File: src/rtl/ctrl_pkg.sv
//------------------------------------------------------------------------------
// ctrl_pkg
// Shared definitions for the RAM unload controller.
//   unload_state_t  : FSM states of ram_unload_ctrl
//   BYTES_PER_WORD  : bytes carried by one RAM word
//   BYTE_W          : width of one FIFO byte
//------------------------------------------------------------------------------
package ctrl_pkg;

    localparam int unsigned BYTES_PER_WORD = 4;
    localparam int unsigned BYTE_W         = 8;

    typedef enum logic [2:0] {
        IDLE,
        RD_RAM,
        LATCH,
        SEND,
        CSUM,
        DONE
    } unload_state_t;

endpackage

File: src/rtl/byte_serializer.sv
//------------------------------------------------------------------------------
// byte_serializer
// Holds one RAM word and hands it out one byte at a time, MSB first.
// Ports:
//   clk, reset : clock, synchronous active-high reset
//   load       : capture data and restart the byte count
//   shift      : current byte has been consumed, advance to the next one
//   data       : word to serialize
//   byte_out   : byte currently presented (top byte of the shift register)
//   last_byte  : byte_out is the final byte of the word
//------------------------------------------------------------------------------
module byte_serializer
    import ctrl_pkg::*;
(
    input  logic                             clk,
    input  logic                             reset,
    input  logic                             load,
    input  logic                             shift,
    input  logic [BYTES_PER_WORD*BYTE_W-1:0] data,
    output logic [BYTE_W-1:0]                byte_out,
    output logic                             last_byte
);

    localparam int unsigned WORD_W = BYTES_PER_WORD * BYTE_W;

    logic [WORD_W-1:0] shreg;
    logic [1:0]        byte_cnt;

    always_ff @(posedge clk) begin
        if (reset) begin
            shreg    <= '0;
            byte_cnt <= '0;
        end else if (load) begin
            shreg    <= data;
            byte_cnt <= '0;
        end else if (shift) begin
            shreg    <= {shreg[WORD_W-BYTE_W-1:0], {BYTE_W{1'b0}}};
            byte_cnt <= byte_cnt + 2'd1;
        end
    end

    assign byte_out  = shreg[WORD_W-1 -: BYTE_W];
    assign last_byte = (byte_cnt == 2'(BYTES_PER_WORD - 1));

endmodule

File: src/rtl/ram_unload_ctrl.sv
//------------------------------------------------------------------------------
// ram_unload_ctrl
// Reads words 0..NUM_WORDS-1 from the sample RAM and writes each one to the
// outbound byte FIFO as four bytes, MSB first.
// Optional feature: define UNLOAD_CHECKSUM_EN to append one byte holding the
// mod-256 sum of all data bytes after the last data byte.
// Parameters:
//   ADDR_W    : RAM address width
//   NUM_WORDS : words unloaded per start (1..2**ADDR_W)
// Ports:
//   clk, reset : clock, synchronous active-high reset
//   start      : one-cycle unload request (ignored while busy)
//   fifo_full  : FIFO cannot accept a byte this cycle
//   ram_rdata  : RAM read data, valid the cycle after ram_rd
//   ram_rd     : RAM read strobe
//   ram_addr   : RAM read address
//   fifo_wr    : FIFO write strobe
//   fifo_wdata : byte presented to the FIFO
//   busy       : unload in progress
//   done       : one-cycle pulse after the final byte is written
//------------------------------------------------------------------------------
module ram_unload_ctrl
    import ctrl_pkg::*;
#(
    parameter int ADDR_W    = 8,
    parameter int NUM_WORDS = 256
) (
    input  logic              clk,
    input  logic              reset,
    input  logic              start,
    input  logic              fifo_full,
    input  logic [31:0]       ram_rdata,
    output logic              ram_rd,
    output logic [ADDR_W-1:0] ram_addr,
    output logic              fifo_wr,
    output logic [7:0]        fifo_wdata,
    output logic              busy,
    output logic              done
);

    localparam logic [ADDR_W-1:0] LAST_ADDR = ADDR_W'(NUM_WORDS - 1);

    unload_state_t     state, state_next;
    logic [ADDR_W-1:0] addr;
    logic              load, shift, last_byte;
    logic [7:0]        ser_byte;

    byte_serializer u_ser (
        .clk       (clk),
        .reset     (reset),
        .load      (load),
        .shift     (shift),
        .data      (ram_rdata),
        .byte_out  (ser_byte),
        .last_byte (last_byte)
    );

    always_ff @(posedge clk) begin
        if (reset) state <= IDLE;
        else       state <= state_next;
    end

    always_comb begin
        state_next = state;
        load       = 1'b0;
        shift      = 1'b0;
        ram_rd     = 1'b0;
        fifo_wr    = 1'b0;
        done       = 1'b0;
        case (state)
            IDLE: begin
                if (start) state_next = RD_RAM;
            end
            RD_RAM: begin
                ram_rd     = 1'b1;
                state_next = LATCH;
            end
            LATCH: begin
                load       = 1'b1;
                state_next = SEND;
            end
            SEND: begin
                if (!fifo_full) begin
                    fifo_wr = 1'b1;
                    shift   = 1'b1;
                    if (last_byte) begin
                        if (addr == LAST_ADDR) begin
`ifdef UNLOAD_CHECKSUM_EN
                            state_next = CSUM;
`else
                            state_next = DONE;
`endif
                        end else begin
                            state_next = RD_RAM;
                        end
                    end
                end
            end
            CSUM: begin
`ifdef UNLOAD_CHECKSUM_EN
                if (!fifo_full) begin
                    fifo_wr    = 1'b1;
                    state_next = DONE;
                end
`else
                state_next = IDLE;
`endif
            end
            DONE: begin
                done       = 1'b1;
                state_next = IDLE;
            end
            default: state_next = IDLE;
        endcase
    end

    // Address advances only after the last byte of a non-final word, so it
    // never passes LAST_ADDR and cannot wrap when NUM_WORDS == 2**ADDR_W.
    always_ff @(posedge clk) begin
        if (reset) begin
            addr <= '0;
        end else if (state == DONE) begin
            addr <= '0;
        end else if (shift && last_byte && (addr != LAST_ADDR)) begin
            addr <= addr + 1'b1;
        end
    end

    assign ram_addr = addr;
    assign busy     = (state != IDLE);

`ifdef UNLOAD_CHECKSUM_EN
    logic [7:0] sum;

    always_ff @(posedge clk) begin
        if (reset) begin
            sum <= '0;
        end else if (state == IDLE && start) begin
            sum <= '0;
        end else if (shift) begin
            sum <= sum + ser_byte;
        end
    end

    assign fifo_wdata = (state == CSUM) ? sum : ser_byte;
`else
    assign fifo_wdata = ser_byte;
`endif

endmodule

File: config.mk
export PLATFORM = sky130hd
export DESIGN_NAME = ram_unload_ctrl
export DESIGN_NICKNAME = d
export VERILOG_FILES = /design/src/rtl/ctrl_pkg.sv /design/src/rtl/byte_serializer.sv /design/src/rtl/ram_unload_ctrl.sv
export SDC_FILE = /design/constraint.sdc
export NUM_CORES = 1
export LEC_CHECK = 0
export CELL_PAD_IN_SITES_DETAIL_PLACEMENT = 0
export CELL_PAD_IN_SITES_GLOBAL_PLACEMENT = 1
export CORE_MARGIN = 3
export CORE_UTILIZATION = 30
export DETAILED_ROUTE_END_ITERATION = 8
export DONT_BUFFER_PORTS = 1
export PLACE_DENSITY = 0.63
export REMOVE_ABC_BUFFERS = 1
export SYNTH_ARGS = -nofsm -noshare
export SYNTH_HDL_FRONTEND = slang
export SYNTH_SLANG_ARGS = --single-unit
File: constraint.sdc
create_clock -name clk -period 2 [get_ports clk]
set_input_delay 0.4 -clock clk [delete_from_list [all_inputs] [get_ports clk]]
set_output_delay 0.4 -clock clk [all_outputs]
set_load 0.03 [all_outputs]
# After elaboration in Yosys (flattened, before gate mapping)
# Index checks and enable logic that the tools add are counted.
[totals]
rom_bits = 0
input_bits = 36
ff_bits = 45
latchBits = 0
ram_bits = 0
word_cells = 36
out_inout_bits = 20
mem_count = 0
[classes]
n_eq_ne = 10
addsub = 2
div = 0
shift = 0
magnitude_cmp = 0
reduce_logical = 8
muxes = 12
bitwise = 0
mul = 0
[ops]
columns = ["op", "n"]
rows = [
  ["32-bit two-way mux", 2],
  ["3-bit two-way mux", 4],
  ["3-bit case mux with 4 select lines", 1],
  ["8-bit by 1-bit adder with 8-bit output (second input constant)", 1],
  ["8-bit == test (second input constant)", 1],
  ["8-bit != test (second input constant)", 1],
  ["3-bit by 2-bit == test with 1-bit output (second input constant)", 2],
  ["2-bit != test (second input constant)", 3],
  ["1-bit two-way mux", 5],
  ["2-bit OR reduction", 2],
  ["3-bit by 1-bit == test with 1-bit output (second input constant)", 1],
  ["3-bit == test (second input constant)", 1],
  ["3-bit zero test", 1],
  ["3-bit AND reduction", 1],
  ["3-bit nonzero test", 1],
  ["2-bit by 1-bit adder with 2-bit output (second input constant)", 1],
  ["2-bit == test (second input constant)", 1],
  ["1-bit logical AND", 2],
  ["2-bit nonzero test", 1],
]

# Depth between registers and ports, before layout
[logic_depth]
ltp_word = 5
depth_mapped = 6
ltp_nobuf = 5

# Modules after synthesis
# From an unflattened synthesis, not the netlist that was laid out.
[unflattened]
hier_cells = 220
area_unflattened_um2 = 2137.0
[modules_own_cells]
columns = ["module", "cells_per_inst", "area_each_um2", "seq_area_each_um2", "instances"]
rows = [
  ["byte_serializer", 158, 1574.0, 680.7, 1],
  ["ram_unload_ctrl", 62, 563.0, 220.2, 1],
]

# Worst setup path before layout
# Ideal clock, no wire load.
[synth_path]
path_type = "register to register"
from = "register addr[0], in the netlist ram_addr[0]"
to = "register addr[3], in the netlist ram_addr[3]"
setup_slack_ns = 0.139
stages_incl_launch_ff = 6
arrival_ns = 1.802
setup_ns = 0.059
period_less_slack_ns = 1.861
path_buffers = 0
required_ns = 1.941
path_cell_list = "dfxtp_1 ha_1 and4_1 a211o_2 or4_1 nand2_1"
[synth_via]
elab_chain_cells = 2
elab_cells_between_ends = 3
cone_classes = "add/sub (1); eq/ne (1); reduce/logical (1)"
[synth_lines]
columns = ["element", "line_no", "source"]
rows = [
  ["start, declared", "ram_unload_ctrl.sv:44", "logic [ADDR_W-1:0] addr;"],
  ["start signal, assigned", "ram_unload_ctrl.sv:125", "addr <= addr + 1'b1;"],
  ["branches (longest 2 deep; another with 8-bit by 1-bit adder with 8-bit output)", "n/a", ""],
]
# Parallel ways; which one is timed is not known.
# A chain may end at the register's enable or synchronous reset.

# Worst setup path in the final report
[layout_path]
from = "register state[0]"
to = "output fifo_wr"
[layout_via]
elab_chain_cells = 2
[layout_lines]
columns = ["element", "line_no", "source"]
rows = [
  ["start, declared", "ram_unload_ctrl.sv:43", "unload_state_t state, state_next;"],
  ["start signal, assigned", "ram_unload_ctrl.sv:60", "else state <= state_next;"],
  ["3-bit by 2-bit == test with 1-bit output", "ram_unload_ctrl.sv:70", "case (state)"],
  ["1-bit two-way mux", "ram_unload_ctrl.sv:70", ""],
  ["end, declared", "ram_unload_ctrl.sv:35", "output logic fifo_wr,"],
]
# Every way passes these cells.

==> summary.md <==
| Metric | Value |
|---|---|
| Gr usage total | `0.124` |
| Crit path launch | `state[0]` |
| Mapped cell area | `approximately 1900 um2` |
| Hold path start | `reset` |
| Setup violations, final | `0` |
| Setup repair bufs after CTS | `0` |
| Yosys reg bits | `45` |
| Worst Path Arrival | `about 1.4 ns` |
| Final Wtd Congestion | `0.783` |
| Sum Neg Setup Slack | `0 ns` |
| Critical R2R Launch | `state[0]` |
| Post-CTS sizing | `0` |
| R2r setup slk | `between 0.2 and 0.25 ns` |
| Diode count | `0` |
| Mean Syn Cell Area | `8.78 um2` |
| Tcrit/Tclk final | `0.908` |
| Starting Density | `0.315` |
| Antenna-violating nets left | `0` |
| 1st-iter DRT viols | `90` |
| Core area | `around 6000 um2` |
| Detail Placement HPWL | `between 2 and 3 mm` |
| Met2 track demand over resource | `0.194` |
| Die Footprint | `approximately 7300 um2` |
| Worst Hold Path EP | `u_ser.shreg[2]` |
| Post-Syn Instances | `between 200 and 250` |
| Longest Clk Path Bufs | `2` |
| Worst R2R End | `ram_addr[5]` |
| Port Buffer Count | `0` |
| Skew-Pair Late Insertion Delay | `roughly 0.30 ns` |
| Clk sink count | `between 40 and 50` |
| Hold Crit Depth | `1` |
| CTS H-tree depth | `2` |
| Die Width | `~85 um` |
| Setup Skew | `between 0.01 and 0.015 ns` |
| Crit start category | `flip-flop` |
| WS Path Type | `reg -> out` |
| VDD IR-drop max | `approximately 0.39 mV` |
| GR peak layer | `met2` |
| Cell variety after synth | `36` |
| Max-cap violations | `0` |
| CTS clk-pin slew, worst paths | `approximately 0.090 ns` |
| First-pass GRT wire length | `approximately 7.3 mm` |
| Pre-CTS setup slack | `~0.25 ns` |
| Post-Layout Cell Count | `just under 300` |
| Reg2reg path depth | `4` |
| Root Driver | `clkbuf_8` |
| Crit path time final | `1.82 ns` |
| DRT Wirelength | `~4.5 mm` |
| Max Slew Vio Count | `0` |
| Initial antenna violation count | `0` |
| Via-per-instance ratio | `about 5.2` |
| Slowest cell on crit path | `dfxtp_1` |
| RSZ-0062 raised after global routing | `false` |
| Crit path cell chain | `nand4bb_4 > inv_1 > buf_4` |
| Rel. slew slack | `0.774` |
| Pleak | `0.730 nW` |
| Number of CTS-inserted buffers | `5` |
| Io pins | `between 50 and 60` |
| DR WL/cell | `approximately 15 um` |
| Vias | `about 1.5k` |
| Yosys warns | `0` |
| Power Density | `854 nW/um2` |
| GRT overflow | `0` |
| Share of layout cells above drive strength 1 | `0.138` |
| Fillers | `659` |
| Tightest Pin Transition | `0.337 ns` |
| Hold Path Class | `in -> reg` |
| Slowest stage delay, CP | `0.50 ns` |
| Crit end category | `primary output` |
| Final worst slack | `0.184 ns` |
| GR met3 Demand/Resource | `0.0519` |
| Vias in the first global route | `1520` |
| Max Freq | `551 MHz` |
| Syn-to-layout area delta | `11.8%` |
| Fin. Hold Viols | `0` |
| Maximum fanout along the worst path | `19` |
| Total Power | `around 1.8 mW` |
| Met1 Use GR | `0.154` |
| Placed Cells incl. Taps | `about 280` |
| Run status | `completed` |
| Drt drc | `0` |
| Rows | `28` |
| Nets@finish | `about 250` |
| Die height | `around 85 um` |
| CTS tree | `yes` |
| Initial DRT Pass Iterations | `4` |
| CTS Hold Buffers Added | `0` |
| Register area share after synthesis | `0.475` |
| Pin count of the biggest net entering global routing | `40` |
| Min Hold Slack | `between 0.15 and 0.2 ns` |
| Worst path required time | `1.60 ns` |
-- cell type report --
| class | instances | area, um2 | area share |
|---|---|---|---|
| Clock inverter | 2 | 38.8 | 0.0183 |
| Clock buffer | 6 | 72.6 | 0.0342 |
| Tap cell | 75 | 93.8 | 0.0443 |
| Inverter | 6 | 22.5 | 0.0106 |
| Multi-Input combinational cell | 143 | 866 | 0.409 |
| Timing Repair Buffer | 15 | 125 | 0.0590 |
| Sequential cell | 45 | 901 | 0.425 |
-- flip-flops by register name (all words and copies together) (netlist names) --
register        flops
ram_addr            8
state               3
u_ser.byte_cnt      2
u_ser.shreg        32
-- power breakdown --
part	switching, mW	internal (mW)
logic	0.0838	0.0557
clock network	0.316	0.376
registers	0.0444	0.935
total	0.444	1.37
-- through the flow --
stage / area, um2 / utilization
2_1_floorplan: 1780 / -
3_3_place_gp: 2010 / 0.333
3_5_place_dp: 2010 / 0.333
4_1_cts: 2120 / 0.352
5_1_grt: 2120 / 0.352
6_report: 2120 / 0.352
-- cell usage after synthesis --
| library cell | n | area share |
|---|---|---|
| buf_2 | 1 | 0.0026 |
| clkbuf_2 | 1 | 0.0026 |
| a211o_2 | 1 | 0.0053 |
| o21ai_0 | 3 | 0.0079 |
| a21oi_1 | 26 | 0.069 |
| and3b_1 | 1 | 0.0046 |
| and4_1 | 1 | 0.0046 |
| and2_2 | 1 | 0.0040 |
| nor3b_2 | 1 | 0.0066 |
| o211ai_1 | 2 | 0.0079 |
| mux2i_1 | 1 | 0.0053 |
| or3_1 | 1 | 0.0033 |
| inv_1 | 6 | 0.012 |
| nor3b_1 | 1 | 0.0040 |
| or4_1 | 2 | 0.0079 |
| or3_2 | 1 | 0.0040 |
| buf_4 | 8 | 0.032 |
| or2_1 | 1 | 0.0033 |
| and3_2 | 1 | 0.0040 |
| buf_1 | 1 | 0.0020 |
| nand3_1 | 3 | 0.0079 |
| clkbuf_1 | 11 | 0.022 |
| nand4bb_4 | 1 | 0.015 |
| dfxtp_1 | 45 | 0.48 |
| nand4_1 | 3 | 0.0099 |
| xor2_1 | 1 | 0.0046 |
| nor2_1 | 13 | 0.026 |
| xnor2_1 | 1 | 0.0046 |
| or4_4 | 1 | 0.0059 |
| a211oi_1 | 2 | 0.0079 |
| nand2_1 | 30 | 0.059 |
| a22oi_1 | 32 | 0.13 |
| nor4_1 | 2 | 0.0066 |
| ha_1 | 2 | 0.013 |
| o21ba_1 | 1 | 0.0053 |
| nor3_1 | 7 | 0.018 |
-- routing by layer --
layer	share of wire	wire length, um	vias up
li1	-	-	771
met1	0.47	2100	710
met2	0.46	2050	36
met3	0.067	298	2
met4	0.0065	29	0
met5	0	0	-
-- placed cells by master, fill, tap and decap left out, types with 2 or more instances in the layout --
| cell | count |
|---|---|
| a211oi_1 | 2 |
| a21oi_1 | 26 |
| a22oi_1 | 32 |
| buf_4 | 14 |
| clkbuf_8 | 5 |
| dfxtp_1 | 45 |
| ha_1 | 2 |
| inv_1 | 6 |
| nand2_1 | 30 |
| nand3_1 | 3 |
| nand4_1 | 3 |
| nor2_1 | 12 |
| nor3_1 | 7 |
| nor4_1 | 2 |
| o211ai_1 | 2 |
| o21ai_0 | 3 |
| or4_1 | 2 |
-- cells by family (layout without fill, tap and decap cells) --
kind of cell	Yosys count	in the layout	synth area share
XOR/XNOR	2	2	0.00924
flip-flops	45	45	0.475
AO/OA/AOI/OAI	67	67	0.230
adder cells (fa/ha/maj)	2	2	0.0132
AND/OR/NAND/NOR	71	71	0.195
multiplexers	1	1	0.00528
buffers and inverters	28	29	0.0726
-- critical path: cells and delay by family (launching register included) --
kind | cells | cell delay, ns
buf+inv | 2 | 0.45
flops | 1 | 0.50
simple gates | 1 | 0.17
-- worst max path at each step --
| stage | slack, ns | endpoint | cells past startpoint |
|---|---|---|---|
| after floorplan | -0.67 | u_ser.shreg[0] | 4 |
| after detailed placement | 0.25 | ram_addr[5] | 4 |
| after CTS | 0.16 | fifo_wr | 3 |
| after global routing | 0.07 | fifo_wr | 3 |
| final | 0.18 | fifo_wr | 3 |
| after global placement | 0.29 | ram_addr[5] | 4 |
No activity file was read; power rests on OpenSTA's default activity.
